`config.mk`:
```
export PLATFORM = sky130hd
export DESIGN_NAME = imem_access_arbiter_flat
export DESIGN_NICKNAME = d
export VERILOG_FILES = /design/src/rtl/imem_access_arbiter_pkg.sv /design/src/rtl/imem_access_arbiter_if.sv /design/src/rtl/imem_starve_counter.sv /design/src/rtl/imem_access_arbiter.sv /design/src/flat_wrapper.sv
export SDC_FILE = /design/constraint.sdc
export NUM_CORES = 1
export LEC_CHECK = 0
export ABC_AREA = 1
export CAP_MARGIN = 20
export CORE_ASPECT_RATIO = 0.9
export CORE_MARGIN = 4
export CORE_UTILIZATION = 39
export DETAILED_ROUTE_END_ITERATION = 6
export PLACE_DENSITY = 0.95
export SLEW_MARGIN = 20
export SYNTH_ARGS = -nofsm -noshare
export SYNTH_HDL_FRONTEND = slang
export SYNTH_SLANG_ARGS = --single-unit
```
`constraint.sdc`:
```
create_clock -name clk -period 3.1 [get_ports clk]
set_input_delay 0.62 -clock clk [delete_from_list [all_inputs] [get_ports clk]]
set_output_delay 0.62 -clock clk [all_outputs]
set_load 0.02 [all_outputs]
```
`src/rtl/imem_access_arbiter_pkg.sv`:
```
// Shared types and constants for the instruction-memory access arbiter.
//   - arb_state_e : RUN (fetch and loader arbitrated) / LOCK (loader exclusive)
//   - AW_DEF / DW_DEF / MAX_WAIT_DEF : default address, data and starvation-limit values
//   - PORT_F / PORT_L : index of the fetch and loader bits in the grant vector
//   - cnt_width() : counter width able to hold 0..max
package imem_access_arbiter_pkg;

  localparam int unsigned AW_DEF       = 16;
  localparam int unsigned DW_DEF       = 32;
  localparam int unsigned MAX_WAIT_DEF = 4;

  localparam int unsigned PORT_F = 0;
  localparam int unsigned PORT_L = 1;
  localparam int unsigned NPORTS = 2;

  typedef enum logic {
    RUN  = 1'b0,
    LOCK = 1'b1
  } arb_state_e;

  // Bits needed to count from 0 up to and including max (never less than 1).
  function automatic int unsigned cnt_width(input int unsigned max);
    return (max < 1) ? 1 : $clog2(max + 1);
  endfunction

endpackage

```
`src/rtl/imem_access_arbiter_if.sv`:
```
// Bus bundle between the fetch stage, the loader, the arbiter and the instruction memory.
//   slave  : arbiter view (takes requests and mem_rdata, drives grants, responses and memory strobes)
//   master : requester/memory view (drives requests and mem_rdata, observes the rest)
interface imem_access_arbiter_if #(
  parameter int unsigned AW = 16,
  parameter int unsigned DW = 32
);

  // Fetch port (read only)
  logic          f_req;
  logic [AW-1:0] f_addr;
  logic          f_gnt;
  logic          f_rvalid;
  logic [DW-1:0] f_rdata;

  // Loader port (read/write, optional lock)
  logic          l_req;
  logic          l_we;
  logic [AW-1:0] l_addr;
  logic [DW-1:0] l_wdata;
  logic          l_lock;
  logic          l_gnt;
  logic          l_rvalid;
  logic [DW-1:0] l_rdata;

  // Instruction memory side
  logic [AW-1:0] mem_addr;
  logic          mem_we;
  logic [DW-1:0] mem_wdata;
  logic [DW-1:0] mem_rdata;

  modport slave (
    input  f_req, f_addr,
    output f_gnt, f_rvalid, f_rdata,
    input  l_req, l_we, l_addr, l_wdata, l_lock,
    output l_gnt, l_rvalid, l_rdata,
    output mem_addr, mem_we, mem_wdata,
    input  mem_rdata
  );

  modport master (
    output f_req, f_addr,
    input  f_gnt, f_rvalid, f_rdata,
    output l_req, l_we, l_addr, l_wdata, l_lock,
    input  l_gnt, l_rvalid, l_rdata,
    input  mem_addr, mem_we, mem_wdata,
    output mem_rdata
  );

endinterface

```
`src/rtl/imem_starve_counter.sv`:
```
// Saturating count of consecutive cycles the fetch port was refused.
//   clk, rst_n : clock, async active-low reset
//   inc        : fetch refused this cycle (count up, saturate at MAX_WAIT)
//   clr        : force count to 0 (highest priority)
//   freeze     : hold current value (beats inc)
//   cnt        : current count
module imem_starve_counter
  import imem_access_arbiter_pkg::*;
#(
  parameter int unsigned MAX_WAIT = MAX_WAIT_DEF,
  parameter int unsigned CW       = cnt_width(MAX_WAIT)
) (
  input  logic          clk,
  input  logic          rst_n,
  input  logic          inc,
  input  logic          clr,
  input  logic          freeze,
  output logic [CW-1:0] cnt
);

  logic at_max;

  assign at_max = (cnt == CW'(MAX_WAIT));

  // Clear beats freeze beats increment; increment stops at MAX_WAIT.
  always_ff @(posedge clk or negedge rst_n) begin
    if (!rst_n) begin
      cnt <= '0;
    end else if (clr) begin
      cnt <= '0;
    end else if (!freeze && inc && !at_max) begin
      cnt <= cnt + CW'(1);
    end
  end

endmodule

```
`src/rtl/imem_access_arbiter.sv`:
```
// Shares the single-port instruction memory between the CPU fetch port (read only)
// and the loader port (read/write). Loader has fixed priority, fetch is forced the
// grant after MAX_WAIT consecutive refusals, and l_lock gives the loader exclusive
// access (LOCK state). Read data is registered: rvalid one cycle after the grant.
//   clk, rst_n : clock, async active-low reset
//   bus        : fetch, loader and memory signals (slave modport)
//   locked     : 1 while in LOCK (fetch blocked)
// Grants, mem_addr, mem_we and mem_wdata are combinational from requests and state.
module imem_access_arbiter
  import imem_access_arbiter_pkg::*;
#(
  parameter int unsigned AW       = AW_DEF,
  parameter int unsigned DW       = DW_DEF,
  parameter int unsigned MAX_WAIT = MAX_WAIT_DEF
) (
  input  logic                  clk,
  input  logic                  rst_n,
  imem_access_arbiter_if.slave  bus,
  output logic                  locked
);

  localparam int unsigned CW = cnt_width(MAX_WAIT);

  arb_state_e        state_q;
  arb_state_e        state_d;
  logic [NPORTS-1:0] gnt_c;
  logic [CW-1:0]     wait_cnt;
  logic              starved;
  logic              cnt_inc;
  logic              cnt_clr;
  logic              cnt_freeze;
  logic [AW-1:0]     mem_addr_c;
  logic              mem_we_c;
  logic [DW-1:0]     mem_wdata_c;
  logic              f_rvalid_q;
  logic              l_rvalid_q;
  logic [DW-1:0]     f_rdata_q;
  logic [DW-1:0]     l_rdata_q;

  assign starved = (wait_cnt == CW'(MAX_WAIT));

  // State register
  always_ff @(posedge clk or negedge rst_n) begin
    if (!rst_n) begin
      state_q <= RUN;
    end else begin
      state_q <= state_d;
    end
  end

  // Next state: lock follows l_lock level, taking effect at the clock edge
  always_comb begin
    state_d = state_q;
    case (state_q)
      RUN:     if (bus.l_lock)  state_d = LOCK;
      LOCK:    if (!bus.l_lock) state_d = RUN;
      default: state_d = RUN;
    endcase
  end

  // Grant decode; gated by rst_n so nothing is granted (or written) while in reset
  always_comb begin
    gnt_c = '0;
    if (rst_n) begin
      case (state_q)
        RUN: begin
          if (bus.l_req && !(bus.f_req && starved)) begin
            gnt_c[PORT_L] = 1'b1;
          end else if (bus.f_req) begin
            gnt_c[PORT_F] = 1'b1;
          end
        end
        LOCK:    gnt_c[PORT_L] = bus.l_req;
        default: gnt_c = '0;
      endcase
    end
  end

  // Starvation counter control: only counts in RUN, zeroed when leaving RUN for LOCK
  always_comb begin
    cnt_inc    = (state_q == RUN) && bus.f_req && !gnt_c[PORT_F];
    cnt_clr    = ((state_q == RUN) && (gnt_c[PORT_F] || !bus.f_req)) ||
                 ((state_q == RUN) && (state_d == LOCK));
    cnt_freeze = (state_q == LOCK);
  end

  imem_starve_counter #(
    .MAX_WAIT (MAX_WAIT),
    .CW       (CW)
  ) u_starve_counter (
    .clk    (clk),
    .rst_n  (rst_n),
    .inc    (cnt_inc),
    .clr    (cnt_clr),
    .freeze (cnt_freeze),
    .cnt    (wait_cnt)
  );

  // Memory mux: granted port drives the address, idle drives zeros
  always_comb begin
    mem_addr_c  = '0;
    mem_we_c    = 1'b0;
    mem_wdata_c = '0;
    if (gnt_c[PORT_L]) begin
      mem_addr_c  = bus.l_addr;
      mem_we_c    = bus.l_we;
      mem_wdata_c = bus.l_wdata;
    end else if (gnt_c[PORT_F]) begin
      mem_addr_c  = bus.f_addr;
    end
  end

  // Read responses: capture mem_rdata at the granting edge, hold until the next one
  always_ff @(posedge clk or negedge rst_n) begin
    if (!rst_n) begin
      f_rvalid_q <= 1'b0;
      l_rvalid_q <= 1'b0;
      f_rdata_q  <= '0;
      l_rdata_q  <= '0;
    end else begin
      f_rvalid_q <= gnt_c[PORT_F];
      l_rvalid_q <= gnt_c[PORT_L] && !bus.l_we;
      if (gnt_c[PORT_F]) begin
        f_rdata_q <= bus.mem_rdata;
      end
      if (gnt_c[PORT_L] && !bus.l_we) begin
        l_rdata_q <= bus.mem_rdata;
      end
    end
  end

  assign bus.f_gnt     = gnt_c[PORT_F];
  assign bus.l_gnt     = gnt_c[PORT_L];
  assign bus.f_rvalid  = f_rvalid_q;
  assign bus.f_rdata   = f_rdata_q;
  assign bus.l_rvalid  = l_rvalid_q;
  assign bus.l_rdata   = l_rdata_q;
  assign bus.mem_addr  = mem_addr_c;
  assign bus.mem_we    = mem_we_c;
  assign bus.mem_wdata = mem_wdata_c;
  assign locked        = (state_q == LOCK);

endmodule

```
`src/flat_wrapper.sv`:
```
// flat-port wrapper written by rule: the top's interface ports become plain ports
module imem_access_arbiter_flat import imem_access_arbiter_pkg::*;
#(
  parameter int unsigned AW       = AW_DEF,
  parameter int unsigned DW       = DW_DEF,
  parameter int unsigned MAX_WAIT = MAX_WAIT_DEF
)
  (clk, rst_n, locked, bus_f_req, bus_f_addr, bus_f_gnt, bus_f_rvalid, bus_f_rdata, bus_l_req, bus_l_we, bus_l_addr, bus_l_wdata, bus_l_lock, bus_l_gnt, bus_l_rvalid, bus_l_rdata, bus_mem_addr, bus_mem_we, bus_mem_wdata, bus_mem_rdata);
  imem_access_arbiter_if #(.AW(AW), .DW(DW)) bus_i ();
  input  logic clk;
  input  logic rst_n;
  output logic locked;
  input wire logic [$bits(bus_i.f_req)-1:0] bus_f_req;
  input wire logic [$bits(bus_i.f_addr)-1:0] bus_f_addr;
  output wire logic [$bits(bus_i.f_gnt)-1:0] bus_f_gnt;
  output wire logic [$bits(bus_i.f_rvalid)-1:0] bus_f_rvalid;
  output wire logic [$bits(bus_i.f_rdata)-1:0] bus_f_rdata;
  input wire logic [$bits(bus_i.l_req)-1:0] bus_l_req;
  input wire logic [$bits(bus_i.l_we)-1:0] bus_l_we;
  input wire logic [$bits(bus_i.l_addr)-1:0] bus_l_addr;
  input wire logic [$bits(bus_i.l_wdata)-1:0] bus_l_wdata;
  input wire logic [$bits(bus_i.l_lock)-1:0] bus_l_lock;
  output wire logic [$bits(bus_i.l_gnt)-1:0] bus_l_gnt;
  output wire logic [$bits(bus_i.l_rvalid)-1:0] bus_l_rvalid;
  output wire logic [$bits(bus_i.l_rdata)-1:0] bus_l_rdata;
  output wire logic [$bits(bus_i.mem_addr)-1:0] bus_mem_addr;
  output wire logic [$bits(bus_i.mem_we)-1:0] bus_mem_we;
  output wire logic [$bits(bus_i.mem_wdata)-1:0] bus_mem_wdata;
  input wire logic [$bits(bus_i.mem_rdata)-1:0] bus_mem_rdata;
  assign bus_i.f_req = bus_f_req;
  assign bus_i.f_addr = bus_f_addr;
  assign bus_f_gnt = bus_i.f_gnt;
  assign bus_f_rvalid = bus_i.f_rvalid;
  assign bus_f_rdata = bus_i.f_rdata;
  assign bus_i.l_req = bus_l_req;
  assign bus_i.l_we = bus_l_we;
  assign bus_i.l_addr = bus_l_addr;
  assign bus_i.l_wdata = bus_l_wdata;
  assign bus_i.l_lock = bus_l_lock;
  assign bus_l_gnt = bus_i.l_gnt;
  assign bus_l_rvalid = bus_i.l_rvalid;
  assign bus_l_rdata = bus_i.l_rdata;
  assign bus_mem_addr = bus_i.mem_addr;
  assign bus_mem_we = bus_i.mem_we;
  assign bus_mem_wdata = bus_i.mem_wdata;
  assign bus_i.mem_rdata = bus_mem_rdata;
  imem_access_arbiter #(.AW(AW), .DW(DW), .MAX_WAIT(MAX_WAIT)) u_core (.clk(clk), .rst_n(rst_n), .bus(bus_i), .locked(locked));
endmodule
```
==> run summary <==
Max Root-Sink Buffers: 2
largest net degree at the start of global routing: 72
CP Data Arrival Time: 2430 ps
Least-Margin Pin Slew: 870 ps
vias in the first global route: 3372
antenna violations before repair: 1
H-tree levels: 3
Die Wd: 105 um
Max Clk Rate: 327 MHz
GRT Util Overall: 21.7%
Final Cycle Share: 98.5%
first-pass GRT wire length: 17100 um
Die H: 94.9 um
drt first-iter violations: 149
later-pin clock latency in the skew report: 330 ps
final net count: 724
number of synthesis warnings: 0
crit start category: input port
CTS Sinks: 70
leakage power: 3.27 nW
Initial Util: 40.4%
CP Class: input port to output pin
cell area after synthesis: 3270 um2
Slew Limit Fails: 0
vias: 3325
placement row count: 31
Max-cap violations: 0
ys async rst share: 100%
core area: 8110 um2
Final HPWL DP: 8820 um
root buffer cell: clkbuf_8
most common flop cell mapped by yosys: dfrtp_1
I/O pin count: 220
clock buffer count from CTS: 9
Routed WL per cell: 16.2 um
area of the die: 9920 um2
FF+latch area: 1750 um2
syn_nets: 506
area grow syn2layout: 78.9%
Cell variety after synth: 19
Fin. Hold Viols: 0
Synth top area share: 53.5%
Hold-fix buffers, CTS: 0
CP max FO: 22
total global routing overflow: 0
I/O Buffers: 219
Syn Area/Cell: 8.14 um2
status: finished clean
Post-synth EDFFs: 0
final setup fails: 0
Multi-input gate area: 1110 um2
Slew HR: 42.0%
count of buffer and inverter cells on the critical path: 5
clk_skew: 11.4 ps
Diodes inserted: 0
hold crit path type: flop to flop
router iterations before antenna repair: 7
top cells by area, synth: dfrtp_1, nand2_1, inv_1
Worst EP required: 2480 ps
layout cell share with drive strength beyond 1: 8.96%
Final ANT Viol Nets: 0
worst path cell trace: clkdlybuf4s50_1 -> inv_1 -> nor2_4 -> a21oi_4 -> inv_1 -> buf_12 -> nor2_1 -> clkdlybuf4s50_1
post-synthesis register bit count: 70
overall power: 3.07 mW
CP endpoint kind: output pin
DRC errors left: 0
clock-pin slew on the worst setup and hold paths: 70 ps
register area share after synthesis: 53.5%
CTS tree: done
critical path's top delay family: buffers and inverters
WL final: 11700 um
min cycle time layout: 3050 ps
worst vdd ir: 0.354 mV
Worst path max stage delay: 620 ps
PwrDens: 525 nW/um2
leading area contributor after synthesis: dfrtp_1
CP max-delay cell: clkdlybuf4s50_1
Final Core Density: 72.2%
fillcell total: 555
Vias/cell: 4.59
Mapped Cells: 402
placer congestion estimate: 0.764
[sequential cells by signal, indices dropped and copies added (netlist names)]
| name | cells |
|---|---|
| u_core.bus.f_rdata | 32 |
| u_core.bus.f_rvalid | 1 |
| u_core.bus.l_rdata | 32 |
| u_core.bus.l_rvalid | 1 |
| u_core.locked | 1 |
| u_core.u_starve_counter.cnt | 3 |
[where the power goes]
group,switching (mW),internal [mW],total (mW)
registers,0.0918,1.07,1.16
logic,0.517,0.510,1.03
clock network,0.328,0.558,0.887
[final timing paths]
kind / startpoint / to / slack [ps] / depth (start not counted)
worst max-delay path: bus_f_req / bus_mem_wdata[0] / 50 / 8
worst min-delay path: u_core.bus.l_rdata[13]$_DFFE_PN0P_ / u_core.bus.l_rdata[13]$_DFFE_PN0P_ / 480 / 2
worst max register to register: u_core.u_starve_counter.cnt[0]$_DFFE_PN0P_ / u_core.u_starve_counter.cnt[0]$_DFFE_PN0P_ / 1250 / 10
worst min register to register: u_core.bus.l_rdata[13]$_DFFE_PN0P_ / u_core.bus.l_rdata[13]$_DFFE_PN0P_ / 480 / 2
max in group asynchronous: rst_n / u_core.bus.f_rdata[23]$_DFFE_PN0N_ / 1960 / 2
min in group asynchronous: rst_n / u_core.u_starve_counter.cnt[0]$_DFFE_PN0P_ / 560 / 2
[tightest hold or removal path, cell delays in order (launching register included)]
cell and delay [ps]:
dfrtp_1 340, nand2_1 60, o21ai_2 50
[repair_timing]
action	in CTS	in global routing
setup buffers	0	0
resized for setup	1	26
setup endpoints to repair	1	26
[metrics by stage]
stage          instances  hold WS, ps  setup WS (ps)  area [um2]  TNS [ps]
2_1_floorplan        402          324            909        3270         0
3_3_place_gp         708          464           56.4        5540         0
3_5_place_dp         708          468          -2.44        5540     -2.44
4_1_cts              724          485           18.2        5790         0
5_1_grt              724          509          -10.7        5850     -10.7
6_report             724          482           45.6        5850         0
[final cells by class]
| cell class | instances | area share, % |
|---|---|---|
| Clock buffer | 11 | 2.42 |
| Tap cell | 99 | 2.12 |
| Sequential cell | 70 | 29.9 |
| Multi-Input combinational cell | 237 | 19.0 |
| Timing Repair Buffer | 226 | 39.8 |
| Inverter | 76 | 4.87 |
| Clock inverter | 5 | 1.82 |
[Yosys cell counts, drive strengths merged (2+ instances only)]
cell / instances
nand2: 124
inv: 75
dfrtp: 70
o21ai: 64
nor2: 42
buf: 15
clkbuf: 4
ha: 2
nand3: 2
[cells by family (layout without fill, tap and decap cells)]
group	after synthesis	in the layout	share of synthesized area (%)
DFF	70	70	53.5
and+or+nand+nor	169	169	19.9
AOI/OAI and AO/OA	66	66	13.2
adders and majority gates	2	2	0.765
buffers and inverters	95	318	12.6
[layout by cell type, fill, tap and decap left out, drive strengths merged]
cell type,n
o21ai,64
clkinv,2
dfrtp,70
dlymetal6s2s,26
clkinvlp,1
nand4,1
o211ai,1
nand2,124
clkbuf,11
buf,12
nand3,2
bufinv,3
inv,75
a21oi,1
clkdlybuf4s50,187
nor2,42
ha,2
dlygate4sd2,1
[routing by layer]
metal | vias up | GRT usage [%] | routed length, um
li1 | 1631 | - | -
met5 | - | 0 | 13
met1 | 1544 | 26.2 | 4460
met2 | 135 | 39.8 | 6390
met3 | 13 | 5.33 | 750
met4 | 2 | 4.65 | 94
No activity file was read; power rests on OpenSTA's default activity.
